File: config.mk
export PLATFORM = sky130hd
export DESIGN_NAME = regfile_wb_arbiter
export DESIGN_NICKNAME = d
export VERILOG_FILES = /design/src/rtl/regfile_wb_arbiter.sv
export SDC_FILE = /design/constraint.sdc
export NUM_CORES = 1
export LEC_CHECK = 0
export ABC_AREA = 0
export BUFFER_PORTS_ARGS = -buffer_cell sky130_fd_sc_hd__buf_2
export CAP_MARGIN = 20
export CORE_MARGIN = 2
export CORE_UTILIZATION = 61
export DETAILED_ROUTE_END_ITERATION = 10
export GPL_TIMING_DRIVEN = 0
export HOLD_SLACK_MARGIN = 0.12
export PLACE_DENSITY_LB_ADDON = 0.08
export SYNTH_ARGS = -nofsm -noshare
export SYNTH_HDL_FRONTEND = slang
export SYNTH_SLANG_ARGS = --single-unit
File: constraint.sdc
create_clock -name clk -period 6.15 [get_ports clk]
set_input_delay 0 -clock clk [delete_from_list [all_inputs] [get_ports clk]]
set_output_delay 0 -clock clk [all_outputs]
set_load 0.02 [all_outputs]
File: src/rtl/regfile_wb_arbiter.sv
// Writeback arbiter feeding the single register_file write port.
// The pipeline writeback always wins. Multi-cycle results wait in a small
// FIFO and drain in idle slots. busy_mask marks registers that still have
// an uncommitted multi-cycle write.
module regfile_wb_arbiter #(
  parameter int DEPTH      = 4,
  parameter int DATA_WIDTH = 32,
  parameter int ADDR_WIDTH = 5
) (
  input  logic                      clk,
  input  logic                      rst,
  input  logic                      pipe_wr_en,
  input  logic [ADDR_WIDTH-1:0]     pipe_wr_reg,
  input  logic [DATA_WIDTH-1:0]     pipe_wr_data,
  input  logic                      mc_valid,
  output logic                      mc_ready,
  input  logic [ADDR_WIDTH-1:0]     mc_wr_reg,
  input  logic [DATA_WIDTH-1:0]     mc_wr_data,
  output logic                      wr_en,
  output logic [ADDR_WIDTH-1:0]     wr_reg,
  output logic [DATA_WIDTH-1:0]     wr_data,
  output logic [$clog2(DEPTH):0]    fifo_count,
  output logic [2**ADDR_WIDTH-1:0]  busy_mask
);

  localparam int PTR_W = $clog2(DEPTH);
  localparam int CNT_W = PTR_W + 1;

  // Records which source produced the write currently on wr_*
  localparam logic [0:0] SRC_PIPE = 1'b0;
  localparam logic [0:0] SRC_MC   = 1'b1;

  logic [ADDR_WIDTH-1:0] q_reg  [DEPTH];
  logic [DATA_WIDTH-1:0] q_data [DEPTH];
  logic [PTR_W-1:0]      rd_ptr;
  logic [PTR_W-1:0]      wr_ptr;
  logic [CNT_W-1:0]      count;
  logic [0:0]            src;
  logic                  pipe_sel;
  logic                  push;
  logic                  pop;

  // Ready comes from the registered count only; a pop this cycle does not free a slot early
  assign mc_ready   = !rst && (count < CNT_W'(DEPTH));
  assign fifo_count = count;

  // Writes to x0 are treated as no-ops on both sources
  assign pipe_sel = pipe_wr_en && (pipe_wr_reg != '0);
  assign push     = mc_valid && mc_ready && (mc_wr_reg != '0);
  assign pop      = !pipe_sel && (count != '0);

  // FIFO storage; entries need no reset because count alone says which are valid
  always_ff @(posedge clk) begin
    if (push) begin
      q_reg[wr_ptr]  <= mc_wr_reg;
      q_data[wr_ptr] <= mc_wr_data;
    end
  end

  // Pointers, occupancy and the registered write-port outputs
  always_ff @(posedge clk) begin
    if (rst) begin
      rd_ptr  <= '0;
      wr_ptr  <= '0;
      count   <= '0;
      wr_en   <= 1'b0;
      wr_reg  <= '0;
      wr_data <= '0;
      src     <= SRC_PIPE;
    end else begin
      if (push) begin
        wr_ptr <= wr_ptr + PTR_W'(1);
      end
      if (pop) begin
        rd_ptr <= rd_ptr + PTR_W'(1);
      end
      case ({push, pop})
        2'b10:   count <= count + CNT_W'(1);
        2'b01:   count <= count - CNT_W'(1);
        default: count <= count;
      endcase

      if (pipe_sel) begin
        wr_en   <= 1'b1;
        wr_reg  <= pipe_wr_reg;
        wr_data <= pipe_wr_data;
        src     <= SRC_PIPE;
      end else if (pop) begin
        wr_en   <= 1'b1;
        wr_reg  <= q_reg[rd_ptr];
        wr_data <= q_data[rd_ptr];
        src     <= SRC_MC;
      end else begin
        wr_en   <= 1'b0;
        wr_reg  <= '0;
        wr_data <= '0;
        src     <= SRC_PIPE;
      end
    end
  end

  // Pending multi-cycle destinations: queued entries plus the one being presented now
  always_comb begin
    logic [PTR_W-1:0] idx;
    busy_mask = '0;
    idx       = '0;
    for (int unsigned i = 0; i < DEPTH; i++) begin
      idx = rd_ptr + PTR_W'(i);
      if (CNT_W'(i) < count) begin
        busy_mask[q_reg[idx]] = 1'b1;
      end
    end
    if (wr_en && (src == SRC_MC)) begin
      busy_mask[wr_reg] = 1'b1;
    end
    busy_mask[0] = 1'b0;
  end

  // Upstream must not issue a pipeline write to a register with a pending multi-cycle write
  a_no_waw: assert property (@(posedge clk) disable iff (rst)
    (pipe_wr_en && (pipe_wr_reg != '0)) |-> !busy_mask[pipe_wr_reg]);

  // A presented multi-cycle result must be held until it is accepted
  a_mc_hold: assert property (@(posedge clk) disable iff (rst)
    (mc_valid && !mc_ready) |=> mc_valid);

endmodule

Yosys cells after proc, flatten, opt, wreduce, memory -nomap -nowiden
Memory sizes are Yosys's and may differ from the RTL's. A register that Yosys moved wholly into a read port is not among the register bits.
Cells that the tools add are included.

cells by class
  $add $sub $neg = 6
  magnitude comparators = 15
  equality and inequality tests = 2
  mux-type cells = 28
  bitwise gates (word level) = 4
  reductions and logical operators = 18

operators by type and width
  kind                 count
  $mux 32              7
  $or 32x32->32        4
  $lt 5x6->1 const B   5
  $demux 1 s5          5
  $ge 5x1->1 const B   5
  $logic_and 1x1->1    11
  $mux 5               2
  $reduce_bool 5->1    2
  $mux 1               9
  $mux 2               4
  $lt 1x3->1 const A   2
  $lt 2x3->1 const A   2
  $pmux 3 s2           1
  $add 2x1->2 const B  2
  $add 2x2->2 const B  2
  $add 3x1->3 const B  1
  $lt 3x3->1 const B   1
  $reduce_bool 3->1    1
  $sub 3x1->3 const B  1
  $eq 2x1->1 const B   1
  $eq 2x2->1 const B   1
  $logic_not 1->1      2
  $reduce_bool 2->1    1
  $reduce_or 2->1      1

word-level totals
  bits in registers = 46
  bits in writable memories = 148
  input bits = 78
  output and inout bits = 74
  logic and storage cells = 82
  memories = 2

memory list
  memory  words  width  rd ports  clocked after Yosys merged registers in  write ports  RTL line  source
  q_data  4      32     1         1                                        1            34        logic [DATA_WIDTH-1:0] q_data [DEPTH];
  q_reg   4      5      4         1                                        1            33        logic [ADDR_WIDTH-1:0] q_reg [DEPTH];

Depth between registers and ports, before layout
Gate-level depths: netlist (run 1).
An unclocked memory read counts as a cell.

  depth after elaboration = 14
  depth in mapped cells = 8
  depth with buffers taken out = 8

Worst setup path before layout (run 1)
Ideal clock, no wire load.

  path kind = register to register
  from = reg count[2], in the netlist fifo_count[2]
  to = mem q_data[0][0], enable pin
  setup time = 398 ps
  arrival = 2169 ps
  required time = 5752 ps
  slack = 3583 ps
  stages on the path, launching flop included = 5
  buffers on the path = 1
  period minus slack after synthesis = 2567 ps
  cells stage by stage = dfxtp_1 > clkbuf_1 > nor2_1 > o211a_1 > and2_1

between the ends
  cells in the longest elaborated chain, start to end = 6

RTL lines
  what                            RTL line  source
  start: declaration              37        logic [CNT_W-1:0] count;
  start signal: assignment        78        2'b10: count <= count + CNT_W'(1);
  start signal: assignment        79        2'b01: count <= count - CNT_W'(1);
  start signal: assignment        80        default: count <= count;
  $lt 3x3->1                      44        assign mc_ready = !rst && (count < CNT_W'(DEPTH));
  $logic_and 1x1->1               44
  named net mc_ready              16        output logic mc_ready,
  $logic_and 1x1->1 (2 in a row)  49        assign push = mc_valid && mc_ready && (mc_wr_reg != '0);
  $mux 1                          54        if (push) begin
  $mux 1 (not written as such)    56        q_data[wr_ptr] <= mc_wr_data;
  end: declaration                34

The timed path passes the listed nets, and every way through them passes these cells.

==> results.md, run 1 <==
- Outcome: complete, no violations
- Seq/Total Area, Yosys: 61.0%
- Rows: 44
- Vias per inst: 6.78
- Worst R2R End: fifo_count[2]
- P_sw: 1.38 mW
- Die Wd: 125 µm
- Final Wtd Congestion: 0.942
- Synthesized cell area: 8870 µm²
- Pint: 2.59 mW
- Clk sink count: 196
- Final period demand of the worst path: 2.97 ns
- Total power: 3.96 mW
- Clock root buffer: clkbuf_16
- Num CTS Buffers: 17
- Worst setup path end: busy_mask[2]
- Clk pin slew, worst setup/hold paths: 0.08 ns
- Largest family of logic cells by synthesized area: multiplexers
- Largest register FFs: 128
- Port Buffers: 150
- Slew Viols, Final: 0
- Final Util: 78.6%
- Syn nets: 677
- Initial antenna violation count: 0
- DIE AREA: 15500 µm²
- Startpoint Class: flop
- Multiplexer share of the synthesized area: 13.3%
- Mapped Cells: 590
- Leading area contributor after synthesis: edfxtp_1
- H-tree Lvls: 4
- Total of max-cap violations: 0
- Crit path DAT: 2.97 ns
- Antenna diodes: 0
- Initial DRC Count: 843
- Critical R2R Launch: fifo_count[1]
- Crit path kind: reg2out
- Post-CTS Setup Inserts: 0
- Vias post-DR: 7053
- Commonest cells after routing, fill and taps aside: 157 x buf_2, 148 x edfxtp_1, 79 x dlygate4sd3_1
- Pre-Repair DR Iteration Count: 5
- Per-cell routed wire length: 27.2 µm
- Share of cells above drive strength 1: 31.6%
- All-Layer GR Usage: 36.8%
- Commonest non-fill, non-tap cell in the layout: buf_2
- Netlist cell types: 51
- Fmax: 337 MHz
- FF-to-FF path depth: 7
- Post-synth top area share: 50.1%
- Post-Route WL: 28300 µm
- EDFF count, synth: 148
- FF-to-FF setup slack: 3.80 ns
- Drc violations: 0
- RSZ-0062 raised after global routing: no
- LEAKAGE: 4.15 nW
- First-pass GRT wire length: 42600 µm
- Final Hold Viols: 0
- Fin Clk Skew: 0.0126 ns
- Pwr dens: 351 nW/µm²
- Nets: 931
- Avg Inst Size Synth: 15.0 µm²
- Die Ht: 125 µm
- Post-CTS sizing: 0
- Fill cells: 744
- CP required: 6.15 ns
- Adder-cell area share of the yosys netlist: 1.27%
- Antenna-violating nets left: 0
- CTS tree: yes
- Clock buffer depth: 2
- Clock power frac: 27.4%
- Vias in the first global route: 7043
- Worst min path class: in2reg
- Area Overhead vs Synth: 27.3%
- Reg power frac: 40.2%
- Ports: 152
- Worst-Skew Late Latency: 0.44 ns
- Synth Area in Compound Gates: 9.00%
- Setup TNS: 0 ns
- Main synth FF type: edfxtp_1
- Synth area leaders: edfxtp_1 50%, mux4_2 13%, dfxtp_1 11%
- Switch share: 34.7%
- Ys async rst share: 0%
- Final Setup Violations: 0
- Crit end category: output port
- Worst-Margin Slew: 1.12 ns
- DP HPWL: 15900 µm
- Core area: 14400 µm²
- Max_slew headroom: 24.8%
- Area share of xor/xnor cells in the synthesized design: 0.296%
- Grt total ovfl: 0
- Max rail drop VDD: 229 µV
- Synth Warn #: 0
- CP Max Fanout: 10
- Initial Util: 61.7%
- Post-Synth Simple-Gate Area: 12.4%
- Period utilisation layout: 48.3%
- Comb power frac: 32.4%
- Largest net degree at the start of global routing: 34
- Synth Register Bits: 196
==> synthesized netlist by cell type, drive strengths merged (5+ instances only) <==
library cell,instances
nor4b,8
edfxtp,148
buf,14
and2,11
nor3b,5
nand4,18
clkbuf,27
a22o,35
inv,7
nor2,20
a21oi,7
nand3,57
a32oi,18
nand2,28
ha,9
dfxtp,48
mux4,52
a22oi,28
nor2b,14
==> power by group through the flow <==
stage	Combinational (mW)	Clock, mW	Sequential [mW]
after floorplan	0.762	0	1.66
after global placement	1.16	0	1.60
after detailed placement	1.19	0	1.61
after CTS	1.25	1.06	1.58
after global routing	1.34	1.14	1.60
final	1.28	1.09	1.59
==> repair_timing <==
| action | 4_1_cts | 5_1_grt |
|---|---|---|
| endpoints found under the hold margin | 192 | 0 |
| endpoints found under the setup margin | 0 | 0 |
| hold buffers | 79 | 0 |
==> layer usage <==
metal  global-route usage, %  routed length (µm)  up-vias
li1                        -                   -     2923
met5                       0                   0        -
met2                    61.2               14300      552
met4                    15.5                1080        0
met3                    7.69                2500       96
met1                    47.5               10400     3482
==> critical path: stages (launching register included) <==
cell and delay (ns):
dfxtp_1 0.32, clkbuf_1 0.49, mux4_2 0.53, nor4_1 0.70, a22oi_1 0.16, nand4_1 0.16, buf_2 0.18
==> per-stage QoR <==
step / cells / worst slack [ns] / hold slack, ns / area [µm²]
5_1_grt: 1041 / 3.15 / 0.171 / 11300
3_3_place_gp: 924 / 3.18 / 0.208 / 9850
2_1_floorplan: 590 / 3.58 / 0.0821 / 8870
4_1_cts: 1039 / 3.28 / 0.147 / 11300
3_5_place_dp: 928 / 3.78 / 0.216 / 9930
6_report: 1041 / 3.18 / 0.167 / 11300
==> cells by family (layout without fill, tap and decap cells) <==
family	Yosys count	in the layout
other cells	1	1
buf+inv	48	315
simple gates	182	182
xor+xnor	3	3
mux	53	53
fa+ha+maj	9	9
flops	196	196
compound gates	98	98
==> layout make-up <==
cell class	instances	area, µm²	share of cell area, %
sequential	196	5410	47.9
multi-input combinational	346	3230	28.6
timing repair buffer	235	1630	14.5
clock buffer	20	437	3.87
tap	184	230	2.04
buffer	41	211	1.87
clock inverter	12	119	1.05
inverter	7	26.3	0.233
==> worst min-delay path by stage <==
stage / slack, ns / cells past startpoint / startpoint / end
3_5_place_dp: 0.22 / 2 / pipe_wr_data[5] / wr_data[5]
6_report: 0.17 / 4 / mc_valid / wr_ptr[0]
2_1_floorplan: 0.08 / 1 / rst / mc_ready
4_1_cts: 0.15 / 4 / mc_valid / wr_ptr[0]
3_3_place_gp: 0.21 / 1 / mc_wr_data[11] / q_data[0][11]
5_1_grt: 0.17 / 4 / mc_valid / wr_ptr[0]
(Power assumes the default switching activity.)
==> inputs of run 2 (changes only) <==
CORE_UTILIZATION = 51   (was 61)
clock period = 2.7 ns   (was 6.15 ns; I/O delays follow)
==> results.md, run 2 (synthesized netlist as in run 1, its figures left out) <==
- Critical path's largest stage delay: 0.64 ns (-0.06 ns)
- First-pass GRT wire length: 37000 µm (-13%)
- Fmax: 383 MHz
- Final period demand of the worst path: 2.61 ns
- All-Layer GR Usage: 27.2% (-9.6 points)
- Setup TNS: 0 ns (unchanged)
- Grt total ovfl: 0 (unchanged)
- Crit path kind: reg2out
- Final Wtd Congestion: 0.903 (-4.2%)
- Clock root buffer: clkbuf_16
- Crit path DAT: 2.61 ns (-0.36 ns)
- Share of cells above drive strength 1: 34.5% (+2.8 points)
- Fill cells: 1161 (+56%)
- H-tree Lvls: 4 (unchanged)
- Vias post-DR: 6599 (-6.4%)
- Final Setup Violations: 0 (unchanged)
- Vias per inst: 6.05 (-11%)
- Outcome: complete, no violations
- Worst min path class: in2reg
- Worst R2R End: fifo_count[2]
- CP required: 2.70 ns (-3.45 ns)
- CTS tree: yes
- Die Ht: 136 µm (+9.1%)
- Clk pin slew, worst setup/hold paths: 0.08 ns (about the same)
- Max rail drop VDD: 588 µV (+160%)
- DP HPWL: 16400 µm (+2.7%)
- Drc violations: 0 (unchanged)
- Rows: 48 (+9.1%)
- Slew Viols, Final: 0 (unchanged)
- Critical R2R Launch: fifo_count[1]
- FF-to-FF setup slack: 0.27 ns (-3.53 ns)
- Vias in the first global route: 6641 (-5.7%)
- Hold EP: wr_data[17]
- Total power: 9.18 mW (+130%)
- Nets: 939 (+0.86%)
- Per-cell routed wire length: 22.8 µm (-16%)
- Worst-path cell chain: buf_6, buf_8, mux4_2, buf_4, and4b_1, a22oi_1, nand3_1, buf_2
- Startpoint Class: flop
- Crit end category: output port
- DIE AREA: 18500 µm² (+19%)
- Max_slew headroom: 40.4% (+16 points)
- Final Hold Viols: 0 (unchanged)
- Setup ws final: 0.0888 ns (-3.09 ns)
- Pwr dens: 794 nW/µm² (+130%)
- Fin Clk Skew: 0.0115 ns (-0.00110 ns)
- Initial antenna violation count: 0 (unchanged)
- CP Max Fanout: 10 (unchanged)
- Total of max-cap violations: 0 (unchanged)
- RSZ-0062 raised after global routing: yes
- Antenna-violating nets left: 0 (unchanged)
- Core area: 17100 µm² (+19%)
- Port Buffers: 150 (unchanged)
- Ports: 152 (unchanged)
- Worst-Skew Late Latency: 0.42 ns (-0.02 ns)
- Initial Util: 51.8% (-9.9 points)
- Hold Crit Depth: 3 (-1)
- Largest net degree at the start of global routing: 33 (-2.9%)
- Antenna diodes: 0 (unchanged)
- Post-Route WL: 24800 µm (-12%)
- Period utilisation layout: 96.7%
- Hold WS: 0.314 ns (+0.147 ns)
- LEAKAGE: 4.27 nW (+2.8%)
- Clock buffer depth: 2 (unchanged)
- Largest register FFs: 128 (unchanged)
- CP max stage cell: mux4_2
- Pre-CTS setup slack: 0.308 ns (-3.47 ns)
- Worst hold start: pipe_wr_data[17]
- Initial DRC Count: 578 (-31%)
- Clk sink count: 196 (unchanged)
- Pre-Repair DR Iteration Count: 6 (+1)
- Area Overhead vs Synth: 30.5%
- Die Wd: 136 µm (+9.1%)
- Num CTS Buffers: 17 (unchanged)
- FF-to-FF path depth: 7 (unchanged)
- Worst-Margin Slew: 0.894 ns (-0.226 ns)
- Commonest non-fill, non-tap cell in the layout: buf_2
- Commonest cells after routing, fill and taps aside: 155 x buf_2, 148 x edfxtp_1, 81 x dlygate4sd3_1
## run 2: changes by cell type in the layout (fill, tap and decap cells not counted), moves of 3 or more
cell | previous run | this run
buf_4 | 2 | 9
clkbuf_1 | 28 | 15
clkbuf_2 | 2 | 9
clkinv_8 | 0 | 7
inv_6 | 5 | 2
nor2_1 | 20 | 16
nor2_2 | 0 | 4
## run 2: how the worst max path moves through the flow
stage	startpoint	end	slack (ns)
final	rd_ptr[0]	busy_mask[31]	0.09
after floorplan	fifo_count[2]	q_data[0][0]	0.13
after global routing	rd_ptr[0]	busy_mask[9]	-0.02
after detailed placement	flop	busy_mask[12]	0.31
after CTS	rd_ptr[1]	busy_mask[12]	0.001
after global placement	fifo_count[2]	q_data[3][0]	-0.33
## run 2: per-layer routing
metal	share of wire, %	up-vias	global-route usage (%)	wire length [µm]
li1	-	2933	-	-
met1	40	3305	34.6	9960
met2	51	307	46.9	12700
met3	5.8	54	5.11	1440
met4	2.9	0	9.72	717
met5	0	-	0	0
## run 2: stage by stage
stage / util (%) / cells / area (µm²)
floorplan: - / 590 / 8870
global placement: 57.8 / 965 / 9900
detailed placement: 58.4 / 971 / 9990
CTS: 66.8 / 1083 / 11400
global route: 67.6 / 1090 / 11600
finish: 67.6 / 1090 / 11600
## run 2: final cells by class
| cell class | instances | area, µm² | share of cell area, % |
|---|---|---|---|
| flip-flops and latches | 196 | 5410 | 46.7 |
| multi-input cells | 346 | 3290 | 28.4 |
| repair buffers | 245 | 1710 | 14.8 |
| clock buffers | 17 | 425 | 3.68 |
| well taps | 225 | 282 | 2.43 |
| plain buffers | 39 | 219 | 1.89 |
| clock inverters | 15 | 209 | 1.81 |
| inverters | 7 | 26.3 | 0.227 |
## run 2: where the power goes
| part | switching (mW) | total [mW] | internal [mW] |
|---|---|---|---|
| sequential | 0.143 | 3.62 | 3.48 |
| combinational | 1.79 | 2.99 | 1.19 |
| clock | 1.23 | 2.57 | 1.35 |
## run 2: critical path: cells and delay by family (launching register included)
| kind | cells | cell delay, ns |
|---|---|---|
| buf+inv | 4 | 0.68 |
| mux | 1 | 0.64 |
| flops | 1 | 0.33 |
| compound gates | 1 | 0.20 |
| simple gates | 2 | 0.33 |
## run 2: what timing repair did
action / 4_1_cts / 5_1_grt
endpoints found under the hold margin: 193 / 0
hold buffers: 81 / 0
endpoints found under the setup margin: 26 / 30
resized for setup: 1 / 30
setup buffers: 0 / 7
pin swaps: 0 / 2
